<file path="config.mk">
export PLATFORM = sky130hd
export DESIGN_NAME = full_adder_2bit
export DESIGN_NICKNAME = d
export VERILOG_FILES = /design/src/rtl/full_adder_2bit.sv
export SDC_FILE = /design/constraint.sdc
export NUM_CORES = 1
export LEC_CHECK = 0
export CORE_AREA = 4 4 41 43
export DETAILED_ROUTE_END_ITERATION = 10
export DIE_AREA = 0 0 45 47
export PLACE_DENSITY_LB_ADDON = 0.1
export SLEW_MARGIN = 20
export SYNTH_ARGS = -nofsm -noshare
export SYNTH_HDL_FRONTEND = slang
export SYNTH_SLANG_ARGS = --single-unit
export TNS_END_PERCENT = 30
</file>
<file path="constraint.sdc">
create_clock -name clk -period 2.1 [get_ports clk]
set_clock_uncertainty 0.1 [all_clocks]
set_input_delay 0.21 -clock clk [delete_from_list [all_inputs] [get_ports clk]]
set_output_delay 0.21 -clock clk [all_outputs]
set_load 0.02 [all_outputs]
</file>
<file path="src/rtl/full_adder_2bit.sv">
// Purpose : two-bit ripple-carry adder {A1,A0}+{B1,B0}+C0 with registered sum, ripple and carry-out.
// Latency : one clock from operand sample to S0/C1/S1/C2; one new add accepted every cycle.
// Backpressure: none; no handshake, every edge overwrites the previous result.
module full_adder_2bit (
  input  logic clk,
  input  logic rst,
  input  logic A0,
  input  logic B0,
  input  logic C0,
  input  logic A1,
  input  logic B1,
  output logic S0,
  output logic C1,
  output logic S1,
  output logic C2
);

  logic s0_d, c1_d, s1_d, c2_d;
  logic s0_q, c1_q, s1_q, c2_q;

  // Bit-0 full adder feeds its carry straight into the bit-1 full adder.
  always_comb begin
    s0_d = A0 ^ B0 ^ C0;
    c1_d = (A0 & B0) | (A0 & C0) | (B0 & C0);
    s1_d = A1 ^ B1 ^ c1_d;
    c2_d = (A1 & B1) | (A1 & c1_d) | (B1 & c1_d);
  end

  // Result register; reset wins over the operands on the edge it is sampled.
  always_ff @(posedge clk) begin
    if (rst) begin
      s0_q <= 1'b0;
      c1_q <= 1'b0;
      s1_q <= 1'b0;
      c2_q <= 1'b0;
    end else begin
      s0_q <= s0_d;
      c1_q <= c1_d;
      s1_q <= s1_d;
      c2_q <= c2_d;
    end
  end

  // C1 is exposed so the ripple carry can be observed, not fed back in.
  assign S0 = s0_q;
  assign C1 = c1_q;
  assign S1 = s1_q;
  assign C2 = c2_q;

endmodule

</file>
==> results.cfg <==
[place]
routabilityCongestion = 0.611
dp.cells = 40
numPortBuffers = 10

[setup_path]
critPathCaptureType = register
critPathArrivalTime_ns = 1.72
crit_path_max_fanout = 2
start_kind = primary input
critPathKind = in -> reg
worstPathRequired_ns = 2.12

[clock_network]
post_cts_buffers = 0
clkTransAtPathRegs_ns = 0.03
cts-htree-levels = 1
ctsHoldBuffers = 0
cts_resized = 0
clockBufferDepth = 2
cts_buffers = 3
cts_sinks = 4
cts_tree = built
clock-root-buffer = clkbuf_4

[pwr]
p_switching_mw = 0.0499
p_int_mw = 0.174
p_clk_frac = 0.408
cellPowerDensity_mw_per_mm2 = 758
power_mw = 0.224
irDropWorstVdd_mv = 0.124
power.leakage_nw = 0.134
combPwrFrac = 0.213
seqPwrFrac = 0.379
p_sw_frac = 0.223

[synth]
synthTopCellsByArea = dfxtp_1, fa_1, inv_1, nor2_1
synth.largest_area_cell = dfxtp_1
syn_inst = 15
yosysTopAreaCellShare = 0.520
syn_area_per_cell_sq_um = 10.3
ys_seq_elements = 4
synth_nets = 24
syn-cell-area_sq_um = 154
synth.yosys.warnings = 0
seq_area_frac_synth = 0.520
synth_cell_types = 4

[timing]
report.final.hold_viol_count = 0
slew_viol_final = 0
setup_viol = 0
rsz0062_at_grt = false
period_minus_slack_ns = 1.71
tightest_slew_ns = 0.219
fin_tns_setup_ns = 0
fmaxAchievable_mhz = 586
min_period_over_period = 0.813
maxSlewHeadroom = 0.854

[die]
die_w_microns = 45
die_area_sq_mm = 0.00212
fp.dieH_microns = 47
io_pins = 11
coreArea_sq_mm = 0.00130
rows = 13
start_util = 0.118

[hold_path]
min_from = rst
hold_path.class = in -> reg
hold_end = C2
hold_depth = 2

[global_routing]
grt_max_degree = 5
grt_pass1_wl_microns = 531
grt.total_usage = 0.0412
grt-ovfl-total = 0
first_global_vias = 162
antenna_found_initial = 0

[drt]
drtIter0Drc = 1
drt-pass1-iter-count = 2
vias = 130
viasPerCell = 3.02
post_drt_wl_per_cell_microns = 7.47
post-route-drc-count = 0
ant_nets = 0
wirelength_microns = 321

[cells_and_area]
antenna_cells = 0
fillCellCount = 151
nets = 39
multiInputGateArea_sq_um = 55.1
regArea_sq_um = 80.1
drive_gt1_frac = 0.107
fin_cells = 43
area_growth_pct = 91.9

[outcome]
status = completed

[flow_run]
maxCapViolCount = 0
how the worst max path moves through the flow:
stage / start / to / slack, ns / depth (start not counted)
finish: A0 / S1 / 0.39 / 5
global placement: A0 / S1 / 0.18 / 5
global route: A0 / S1 / 0.34 / 5
floorplan: A0 / S1 / 0.69 / 4
detailed placement: A0 / S1 / 0.14 / 5
CTS: A0 / S1 / 0.39 / 5
flip-flops by register name (all words and copies together) (netlist names):
register / flops
S0: 1
S1: 1
C2: 1
C1: 1
per-stage QoR:
step / utilization / worst slack, ns / area (sq um) / hold slack [ns]
floorplan: - / 0.689 / 154 / 0.177
CTS: 0.227 / 0.390 / 295 / 0.471
global placement: 0.210 / 0.182 / 273 / 0.731
global route: 0.227 / 0.344 / 295 / 0.495
finish: 0.227 / 0.393 / 295 / 0.474
detailed placement: 0.210 / 0.137 / 273 / 0.713
layer usage:
| metal | track usage | part of all wire |
|---|---|---|
| met5 | 0 | 0 |
| met4 | 0.0877 | 0 |
| met3 | 0 | 0.062 |
| met2 | 0.0678 | 0.63 |
| met1 | 0.0298 | 0.31 |
placed cells by master (no fill, tap or decap):
cell type        Yosys  routed
clkbuf_4             0       3
clkdlybuf4s50_1      0      10
dfxtp_1              4       4
fa_1                 2       2
inv_1                5       5
nor2_1               4       4
power groups by stage:
stage,sequential [mW],clock (mW),combinational (mW)
after global routing,0.0856,0.0982,0.0522
after detailed placement,0.0862,0,0.0488
after CTS,0.0850,0.0966,0.0487
after floorplan,0.0955,0,0.0109
final,0.0849,0.0913,0.0477
after global placement,0.0861,0,0.0475
layout make-up:
type / count / area share
tap: 15 / 0.0636
multi-input combinational: 6 / 0.186
clock buffer: 3 / 0.0763
inverter: 5 / 0.0636
sequential: 4 / 0.271
timing repair buffer: 10 / 0.339
critical path, stage by stage:
cell             delay [ns]
clkdlybuf4s50_1        0.46
inv_1                  0.06
fa_1                   0.46
fa_1                   0.50
nor2_1                 0.04
cells by family after synthesis:
family,synth area share
buf+inv,0.122
simple gates,0.0975
fa+ha+maj,0.260
flops,0.520
cell usage after synthesis:
cell type,n
dfxtp_1,4
inv_1,5
nor2_1,4
fa_1,2
Power figures use the tool's default switching activity.
